## src/rtl/y86_pkg.sv

```systemverilog
// Shared Y86-64 encodings for the SEQ sequencer: icodes, status codes,
// stage-state encoding and the memory-stage classifier.
package y86_pkg;

   localparam logic [3:0] IHALT   = 4'h0;
   localparam logic [3:0] INOP    = 4'h1;
   localparam logic [3:0] IRRMOVQ = 4'h2;
   localparam logic [3:0] IIRMOVQ = 4'h3;
   localparam logic [3:0] IRMMOVQ = 4'h4;
   localparam logic [3:0] IMRMOVQ = 4'h5;
   localparam logic [3:0] IOPQ    = 4'h6;
   localparam logic [3:0] IJXX    = 4'h7;
   localparam logic [3:0] ICALL   = 4'h8;
   localparam logic [3:0] IRET    = 4'h9;
   localparam logic [3:0] IPUSHQ  = 4'hA;
   localparam logic [3:0] IPOPQ   = 4'hB;

   localparam logic [2:0] SAOK = 3'd1;
   localparam logic [2:0] SHLT = 3'd2;
   localparam logic [2:0] SADR = 3'd3;
   localparam logic [2:0] SINS = 3'd4;

   typedef enum logic [2:0] {
      S_FETCH,
      S_DECODE,
      S_EXECUTE,
      S_MEMORY,
      S_WRITEBACK,
      S_PCUPDATE,
      S_HALT
   } stage_e;

   // True for instructions that read or write data memory.
   function automatic logic needs_mem(input logic [3:0] icode);
      return icode inside {IRMMOVQ, IMRMOVQ, ICALL, IRET, IPUSHQ, IPOPQ};
   endfunction

endpackage

```

## src/rtl/y86_mem_watchdog.sv

```systemverilog
// Data-memory wait counter: clears while idle, counts MEMORY cycles and flags
// the last allowed cycle. MEM_TIMEOUT of 0 disables expiry.
module y86_mem_watchdog #(
   parameter int MEM_TIMEOUT = 16
) (
   input  logic clk,
   input  logic reset,
   input  logic clear,
   input  logic inc,
   output logic expired
);

   localparam int CW = (MEM_TIMEOUT > 0) ? $clog2(MEM_TIMEOUT + 1) : 1;

   logic [CW-1:0] cnt_q, cnt_d;

   always_comb begin
      // NOTE: default first so every path assigns cnt_d and no latch is inferred.
      cnt_d = cnt_q;
      if (clear)
         cnt_d = '0;
      else if (inc)
         cnt_d = cnt_q + 1'b1;
   end

   always_ff @(posedge clk) begin
      // NOTE: sequential state uses non-blocking assignments only.
      if (reset)
         cnt_q <= '0;
      else
         cnt_q <= cnt_d;
   end

   assign expired = (MEM_TIMEOUT != 0) && (cnt_q == CW'(MEM_TIMEOUT - 1));

endmodule

```

## src/rtl/y86_seq_sequencer.sv

```systemverilog
// Multi-cycle stage controller for the Y86-64 SEQ datapath.
// Define Y86_SEQ_PERF_EN to build the retired-instruction counter.
module y86_seq_sequencer
   import y86_pkg::*;
#(
   parameter int MEM_TIMEOUT = 16,
   parameter int CNT_W       = 32
) (
   input  logic             clk,
   input  logic             reset,
   input  logic [3:0]       icode,
   input  logic             instr_valid,
   input  logic             imem_error,
   input  logic             dmem_ack,
   input  logic             dmem_error,
   output logic             fetch_en,
   output logic             decode_en,
   output logic             execute_en,
   output logic             memory_en,
   output logic             dmem_req,
   output logic             writeback_en,
   output logic             pc_update_en,
   output logic [2:0]       stat,
   output logic             halted,
   output logic [CNT_W-1:0] instr_count
);

   stage_e     state_q, state_d;
   logic [2:0] stat_q, stat_d;
   logic [3:0] icode_q, icode_d;
   logic       wd_expired;

   y86_mem_watchdog #(.MEM_TIMEOUT(MEM_TIMEOUT)) u_watchdog (
      .clk    (clk),
      .reset  (reset),
      .clear  (state_q != S_MEMORY),
      .inc    (state_q == S_MEMORY),
      .expired(wd_expired)
   );

   always_comb begin
      state_d = state_q;
      stat_d  = stat_q;
      icode_d = icode_q;
      case (state_q)
         S_FETCH: begin
            if (imem_error) begin
               stat_d  = SADR;
               state_d = S_HALT;
            end else if (!instr_valid) begin
               stat_d  = SINS;
               state_d = S_HALT;
            end else if (icode == IHALT) begin
               stat_d  = SHLT;
               state_d = S_HALT;
            end else begin
               icode_d = icode;
               state_d = S_DECODE;
            end
         end
         S_DECODE:    state_d = S_EXECUTE;
         S_EXECUTE:   state_d = needs_mem(icode_q) ? S_MEMORY : S_WRITEBACK;
         S_MEMORY: begin
            // A faulting ack or a timeout both end the instruction without writeback.
            if (dmem_ack && dmem_error) begin
               stat_d  = SADR;
               state_d = S_HALT;
            end else if (dmem_ack) begin
               state_d = S_WRITEBACK;
            end else if (wd_expired) begin
               stat_d  = SADR;
               state_d = S_HALT;
            end
         end
         S_WRITEBACK: state_d = S_PCUPDATE;
         S_PCUPDATE:  state_d = S_FETCH;
         default:     state_d = S_HALT;
      endcase
   end

   always_ff @(posedge clk) begin
      // NOTE: only control state is reset; icode_q is always loaded in FETCH before use.
      if (reset) begin
         state_q <= S_FETCH;
         stat_q  <= SAOK;
      end else begin
         state_q <= state_d;
         stat_q  <= stat_d;
      end
      icode_q <= icode_d;
   end

   // Enables are forced low while reset is asserted.
   assign fetch_en     = !reset && (state_q == S_FETCH);
   assign decode_en    = !reset && (state_q == S_DECODE);
   assign execute_en   = !reset && (state_q == S_EXECUTE);
   assign memory_en    = !reset && (state_q == S_MEMORY);
   assign dmem_req     = memory_en;
   assign writeback_en = !reset && (state_q == S_WRITEBACK);
   assign pc_update_en = !reset && (state_q == S_PCUPDATE);
   assign halted       = !reset && (state_q == S_HALT);
   assign stat         = reset ? SAOK : stat_q;

`ifdef Y86_SEQ_PERF_EN
   logic [CNT_W-1:0] count_q, count_d;

   always_comb begin
      count_d = count_q;
      if (state_q == S_PCUPDATE)
         count_d = count_q + 1'b1;
   end

   always_ff @(posedge clk) begin
      if (reset)
         count_q <= '0;
      else
         count_q <= count_d;
   end

   assign instr_count = count_q;
`else
   assign instr_count = '0;
`endif

endmodule

```

## config.mk

```make
export PLATFORM = sky130hd
export DESIGN_NAME = y86_seq_sequencer
export DESIGN_NICKNAME = d
export VERILOG_FILES = /design/src/rtl/y86_pkg.sv /design/src/rtl/y86_mem_watchdog.sv /design/src/rtl/y86_seq_sequencer.sv
export SDC_FILE = /design/constraint.sdc
export NUM_CORES = 1
export LEC_CHECK = 0
export CAP_MARGIN = 0
export CORE_MARGIN = 1.5
export CORE_UTILIZATION = 41
export DETAILED_ROUTE_END_ITERATION = 8
export GPL_ROUTABILITY_DRIVEN = 0
export PLACE_DENSITY = 0.95
export SLEW_MARGIN = 20
export SYNTH_ARGS = -nofsm -noshare
export SYNTH_HDL_FRONTEND = slang
export SYNTH_SLANG_ARGS = --single-unit
export TNS_END_PERCENT = 30
```

## constraint.sdc

```tcl
create_clock -name clk -period 3.96 [get_ports clk]
set_input_delay 1.188 -clock clk [delete_from_list [all_inputs] [get_ports clk]]
set_output_delay 1.188 -clock clk [all_outputs]
set_load 0.01 [all_outputs]
```

; After elaboration in Yosys (flattened, before gate mapping)
; Cells that the tools add are included.
[word_totals]
ff_bits = 15
latch_bits = 0
ram_bits = 0
romBits = 0
in_bits = 10
elab_cells = 57
n_memories = 0
[op_classes]
addsub = 1
n_mul = 0
div_mod_pow = 0
magnitude_cmp = 0
n_eq_ne = 18
shift = 0
n_mux = 16
bitwise_logic = 2
n_reduce_logical = 16
[op_table]
columns = op, count
row1 = $mux 3, 14
row2 = $pmux 3 s6, 1
row3 = $eq 4x4->1 const B, 4
row4 = $eq 3x3->1 const B, 3
row5 = $eq 4x3->1 const B, 2
row6 = $logic_and 1x1->1, 8
row7 = $ne 4x4->1 const B, 2
row8 = $reduce_and 4->1, 2
row9 = $eq 3x2->1 const B, 2
row10 = $ne 3x3->1 const B, 2
row11 = $pmux 3 s2, 1
row12 = $reduce_bool 6->1, 1
row13 = $add 5x1->5 const B, 1
row14 = $eq 5x4->1 const B, 1
row15 = $logic_not 4->1, 1
row16 = $eq 3x1->1 const B, 1
row17 = $logic_not 3->1, 1
row18 = $ne 3x2->1 const B, 1
row19 = $not 1->1, 2
row20 = $reduce_bool 2->1, 1
row21 = $reduce_or 2->1, 1
row22 = $logic_not 1->1, 1

; Longest topological paths before layout
; Gate-level depths: netlist of the first run.
[logic_depth]
depth_word = 5
ltp_mapped = 7

; Cells and area by module
; From an unflattened synthesis of the first run, not the netlist that was laid out.
[unflattened]
cells_unflattened = 118
hier_area_um2 = 1059.8
[by_module_without_submodules]
columns = mod, n_inst, cells_per_inst, area_each_um2, seq_area_each_um2
row1 = y86_seq_sequencer, 1, 94, 802.0, 210.2
row2 = y86_mem_watchdog, 1, 24, 257.7, 100.1

; Worst setup path after synthesis of the first run
; No wires, ideal clock.
[synth_path]
path_type = input to output
startpoint = in reset
endpoint = out memory_en
arrival_time_ns = 1.834
required_ns = 2.772
path_slack_ns = 0.938
path_stages = 5
cell_sequence = inv_1 nand2_1 or2_1 inv_1 buf_4
[synth_between]
elab_chain_cells = 2
[synth_rtl]
columns = item, line_no
row1 = "start, declared", y86_seq_sequencer.sv:10  ; input logic reset,
row2 = $logic_not 1->1, y86_seq_sequencer.sv:97  ; assign memory_en = !reset && (state_q == S_MEMORY);
row3 = $logic_and 1x1->1, y86_seq_sequencer.sv:97
row4 = "end, declared", y86_seq_sequencer.sv:19  ; output logic memory_en,
; No other way between the ends.

; Worst setup path in the final report of the first run
[layout_path]
startpoint = in reset
endpoint = out writeback_en
[layout_between]
elab_chain_cells = 2
[layout_rtl]
columns = item, line_no
row1 = $logic_not 1->1, y86_seq_sequencer.sv:99  ; assign writeback_en = !reset && (state_q == S_WRITEBACK);
row2 = $logic_and 1x1->1, y86_seq_sequencer.sv:99
row3 = "end, declared", y86_seq_sequencer.sv:21  ; output logic writeback_en,
; No other way between the ends.

==> results by group, run 1 <==
Status
  • Run status: finished clean

Clock tree
  • Clk buf depth: 2
  • CTS HTree Levels: 1
  • Root buf cell: clkbuf_4
  • Worst-Skew Late Latency: between 200 and 300 ps
  • Hold_buf cts: 0
  • TritonCTS clock tree: built
  • CTS Sinks: 14
  • Total CTS buffers: 3
  • Clock slew at the register clock pins of the worst setup and hold paths: 80 ps

Detailed routing
  • Initial drt markers: 26
  • Drt pass-1 iters: 5
  • DRC: 0
  • WL final: 1790 um
  • Via count: about 740
  • Post-DRT Antenna Nets: 0
  • DR vias/cell: 4.61
  • WL/cell: 11.2 um

Final layout
  • Multi-input gate area: approximately 490 sq um
  • Commonest non-fill, non-tap cell in the layout: conb_1
  • Layout net count: 145
  • Seq. cell area: 310 sq um
  • Synthesis-to-finish area growth: 14.2%
  • Filler Cells Inserted: ~210
  • Layout cells sized above 1: 0.0758
  • # diodes: 0
  • Most frequent cells in the layout: conb_1, clkdlybuf4s50_1, dfxtp_1, nor2_1, inv_1

Yosys
  • Syn. warnings: 0
  • Mapped Area: around 1000 sq um
  • #FFs+latches synth: 14
  • Post-Syn Area per Cell: 8.75 sq um
  • Ys flop type: dfxtp_1
  • Register area share after synthesis: 0.320
  • Number of synthesized flops with an enable pin: 3
  • FFs w/ async S/R, synth: 0
  • Post-synthesis cell count: 111
  • Yosys cell types: 39

Setup path
  • CP dominant cell by count: clkdlybuf4s50_1
  • Cells on worst reg2reg path: 7
  • Startpoint types: input pin
  • Worst Setup SP: reset
  • CP Cell Sequence: clkdlybuf4s50_1 > buf_4 > nor3_1 > clkdlybuf4s50_1
  • Crit path buf inv count: 3
  • WP data arrival: 2590 ps
  • Worst Setup End Kind: output pin
  • WP data required: approximately 2800 ps
  • Setup Crit Path Kind: input pin to output pin
  • Crit-path max FO: 11
  • R2r setup slk: 2260 ps
  • Max incr delay on CP: about 570 ps
  • Reg2reg end: stat_q[0]$_SDFFE_PP1P_
  • RR Startpoint: u_watchdog.cnt_q[0]$_SDFFE_PN0P_
  • Worst path slowest cell: clkdlybuf4s50_1
  • CP top delay family: buffers and inverters

Timing
  • Setup ws final: ~180 ps
  • Fmax: approximately 260 MHz
  • Worst Skew: between 7 and 8 ps
  • Setup repair after global routing missed its margin: no
  • Setup violations, final: 0
  • Final Hold Violating Endpoints: 0
  • Setup TNS Final: 0 ps
  • Final slew viol count: 0
  • Fin crit period: 3780 ps
  • Crit share post-route: 0.954

Placed design
  • Pre-CTS WS: 39.1 ps
  • PortBufs: 20
  • DPL Wire Length: around 1400 um

Pwr
  • Power, Total: ~380 uW
  • P per Cell Area: between 300 and 400 mW/mm^2
  • Pint: around 260 uW
  • P_sw: 125 uW
  • Net Sw Frac: 0.329
  • Max VDD drop: 0.000257 V
  • Combinational power share: 0.310
  • Leak: approximately 0.5 nW
  • Reg power frac: 0.474
  • Clock power frac: 0.216

Run
  • Max cap viols: 0

GRT
  • Largest net degree at the start of global routing: 14
  • Vias in the first global route: roughly 670
  • Initial antenna violation count: 0
  • First-pass GRT wire length: 2890 um
  • GR Util All Layers: 0.146
  • Grt ovf: 0

Floorplanning
  • Starting Density: 0.435
  • Die Width: 51.7 um
  • Die ar.: roughly 0.0027 sq mm
  • Core area: between 0.002 and 0.0025 sq mm
  • Row count: 17
  • Die Span Y: slightly above 50 um
  • I/O pins: 53

Min path
  • Hold Crit Class: flip-flop to flip-flop
  • Hold EP: stat_q[1]$_SDFFE_PP0P_
  • Worst hold stages: 2
  • Hold_sp: stat_q[1]$_SDFFE_PP0P_
-- worst reg2reg max path: stages (launching register included) --
cell and delay [ps]:
dfxtp_1 390, ha_1 210, and3_1 170, ha_1 210
mux2i_1 100, or2_1 250, and3b_1 190, o21ai_1 110
-- synth_stat cells, types with 2 or more instances --
cell type,n,area share
ha_1,2,0.026
dfxtp_1,11,0.23
nand2_1,4,0.015
or3_4,2,0.023
edfxtp_1,3,0.093
inv_1,7,0.027
buf_4,33,0.26
or2_1,2,0.013
mux2i_1,2,0.021
nand3_1,2,0.010
nor3_1,6,0.031
nor2_1,8,0.031
nand2b_1,3,0.019
-- power groups by stage --
stage | clock (mW) | combinational [mW] | sequential (mW)
final | 0.0821 | 0.118 | 0.181
after global routing | 0.0900 | 0.129 | 0.184
after CTS | 0.0825 | 0.117 | 0.180
after detailed placement | 0 | 0.115 | 0.184
after global placement | 0 | 0.112 | 0.182
after floorplan | 0 | 0.108 | 0.171
-- flip-flops by register name, indices dropped and copies added, names as in the netlist --
register and count:
state_q 3, stat_q 3, u_watchdog.cnt_q 5, icode_q 3
-- how the worst max path moves through the flow --
stage	to	slack, ps	cells after the start
2_1_floorplan	memory_en	940	5
3_3_place_gp	dmem_req	130	6
3_5_place_dp	dmem_req	40	6
4_1_cts	dmem_req	40	6
5_1_grt	execute_en	70	5
6_report	writeback_en	180	4
-- per-stage QoR --
step / cell area, sq um / instances / hold slack (ps) / utilization
after floorplan: 1090 / 142 / 418 / -
after global placement: 1080 / 156 / 428 / 0.482
after detailed placement: 1080 / 156 / 455 / 0.482
after CTS: 1100 / 160 / 490 / 0.494
after global routing: 1110 / 160 / 506 / 0.496
final: 1110 / 160 / 490 / 0.496
-- cell families (layout without fill, tap and decap cells) --
family | count (synthesis) | in the layout | share of synthesized area
buffers and inverters | 43 | 33 | 0.295
multiplexers | 2 | 2 | 0.0206
AND/OR/NAND/NOR | 35 | 35 | 0.215
XOR/XNOR | 2 | 2 | 0.0180
adder cells (fa/ha/maj) | 2 | 2 | 0.0258
other | 1 | 32 | 0.00386
flip-flops | 14 | 14 | 0.320
AO/OA/AOI/OAI | 12 | 12 | 0.102
-- repair_timing --
item	4_1_cts	5_1_grt
hold endpoints to repair	0	0
resized for setup	0	2
endpoints found under the setup margin	0	2
buffers inserted	0	0
-- final cells by class --
class,count,share of cell area
multi-input combinational,85,0.442
tap,28,0.0316
clock buffer,4,0.0237
inverter,7,0.0237
timing repair buffer,22,0.199
sequential,14,0.280
-- metal layers --
| metal | share of wire | track usage |
|---|---|---|
| met2 | 0.52 | 0.265 |
| met1 | 0.39 | 0.156 |
| met3 | 0.066 | 0.0259 |
| met4 | 0.020 | 0.0877 |
| met5 | 0 | 0 |
Power figures use the tool's default switching activity.
==> run 2: changes to the inputs <==
- RECOVER_POWER: not set -> 100
==> run 2 against run 1 <==
  * Setup slack worse by 76 ps
  * Global-route usage unchanged
  * Worst hold slack got worse by 0.56 ps
  * First-iteration DRC count increased by 27%
  * Total power fell by 1.6%
  * Design area is 2.5% lower
  * Register-to-register slack worse by 90 ps
  * Utilization is 1.2 points lower
  * Clock power grew 0.5%
  * Clock-buffer cell count unchanged
  * Non-clock buffer count is the same
  * Critical endpoint is now stat[0]
==> results by group, run 2 (synthesis results as in run 1) <==
Floorplanning
  • I/O pins: 53
  • Core area: approximately 0.0022 sq mm
  • Die ar.: 0.00267 sq mm
  • Starting Density: 0.435
  • Row count: 17
  • Die Width: 51.7 um
  • Die Span Y: 51.7 um

Timing
  • Worst Skew: 7.51 ps
  • Fmax: 260 MHz
  • Setup violations, final: 0
  • Crit share post-route: 0.973
  • Final hold slack: 489 ps
  • Setup repair after global routing missed its margin: no
  • Setup TNS Final: 0 ps
  • Final Hold Violating Endpoints: 0
  • Fin crit period: 3850 ps
  • Final slew viol count: 0
  • Setup ws final: 107 ps

Setup path
  • Startpoint types: input pin
  • Setup Crit Path Kind: input pin to output pin
  • CP Cell Sequence: clkdlybuf4s50_1 > buf_4 > or2_2 > dlygate4sd3_1
  • R2r setup slk: 2170 ps
  • Worst Setup End Kind: output pin
  • Worst path slowest cell: dlygate4sd3_1
  • Reg2reg end: icode_q[3]$_DFFE_PP_
  • WP data arrival: 2660 ps
  • Crit path buf inv count: 3
  • Max incr delay on CP: approximately 600 ps
  • RR Startpoint: state_q[2]$_SDFFE_PP0P_
  • Cells on worst reg2reg path: 3
  • CP top delay family: buffers and inverters
  • Crit-path max FO: 11
  • WP data required: around 2800 ps

GRT
  • First-pass GRT wire length: between 2000 and 3000 um
  • Vias in the first global route: 672
  • Grt ovf: 0
  • GR Util All Layers: 0.146
  • Largest net degree at the start of global routing: 14
  • Initial antenna violation count: 0

Placed design
  • DPL Wire Length: 1360 um
  • Pre-CTS WS: a little under 40 ps
  • DP Cell Count: 156
  • PortBufs: 20

Detailed routing
  • WL final: 1830 um
  • Post-DRT Antenna Nets: 0
  • Initial drt markers: 33
  • Drt pass-1 iters: 4
  • Via count: 758
  • DRC: 0
  • DR vias/cell: roughly 4.7
  • WL/cell: between 10 and 15 um

Final layout
  • Max reg flops: 5
  • Layout net count: 145
  • Most frequent cells in the layout: conb_1, dlygate4sd3_1, dfxtp_1, nor2_1
  • Layout cells sized above 1: 0.0606
  • Non-Filler Instances: between 150 and 200
  • Final Util: 0.484
  • Filler Cells Inserted: 218
  • Commonest non-fill, non-tap cell in the layout: conb_1
  • Synthesis-to-finish area growth: 11.3%
  • # diodes: 0
  • Reg with most FFs: u_watchdog.cnt_q

Clock tree
  • CTS Sinks: 14
  • Clock slew at the register clock pins of the worst setup and hold paths: around 80 ps
  • Total CTS buffers: 3
  • CTS resizes: 0
  • Clk buf depth: 2
  • CTS HTree Levels: 1
  • Hold_buf cts: 0
  • Postcts setup bufs: 0
  • Root buf cell: clkbuf_4
  • Worst-Skew Late Latency: 280 ps
  • TritonCTS clock tree: built

Min path
  • Hold_sp: stat_q[1]$_SDFFE_PP0P_
  • Hold EP: stat_q[1]$_SDFFE_PP0P_
  • Worst hold stages: 2
  • Hold Crit Class: flip-flop to flip-flop

Status
  • Run status: finished clean

Pwr
  • Max VDD drop: 0.000255 V
  • P per Cell Area: 347 mW/mm^2
  • Leak: approximately 0.48 nW

Run
  • Max cap viols: 0
-- run 2: worst register-to-register path, stage by stage, from the launching register on --
cell	delay, ps
dfxtp_1	420
or3_4	450
or3_2	520
inv_1	130
-- run 2: area by class of cell --
type,instances,area (sq um),area share
multi-input combinational,85,472,0.436
inverter,7,26.3,0.0243
timing repair buffer,22,211,0.196
clock buffer,4,26.3,0.0243
tap,28,35.0,0.0324
sequential,14,310,0.287
-- run 2: layer usage --
| metal | GRT usage | vias to the layer above | part of all wire |
|---|---|---|---|
| met5 | 0 | - | 0 |
| met1 | 0.156 | 344 | 0.39 |
| met3 | 0.0259 | 8 | 0.078 |
| li1 | - | 349 | - |
| met2 | 0.265 | 57 | 0.51 |
| met4 | 0.0877 | 0 | 0.022 |
-- run 2: stage by stage --
| stage | instance area, sq um | power [mW] |
|---|---|---|
| after floorplan | 1090 | 0.279 |
| final | 1080 | 0.375 |
| after detailed placement | 1080 | 0.298 |
| after global routing | 1080 | 0.396 |
| after global placement | 1080 | 0.293 |
| after CTS | 1100 | 0.380 |
-- run 2: how the worst max path moves through the flow --
| stage | from | to | slack (ps) | cells after the start |
|---|---|---|---|---|
| 6_report | reset | stat[0] | 110 | 4 |
| 5_1_grt | reset | writeback_en | 30 | 4 |
| 4_1_cts | reset | dmem_req | 40 | 6 |
| 3_5_place_dp | reset | dmem_req | 40 | 6 |
| 3_3_place_gp | reset | dmem_req | 130 | 6 |
| 2_1_floorplan | reset | memory_en | 940 | 5 |
-- run 2: where the power goes --
part	internal, mW	switching (mW)	total [mW]
sequential	0.160	0.0209	0.181
combinational	0.0512	0.0600	0.111
clock	0.0391	0.0434	0.0825
total	0.250	0.124	0.375
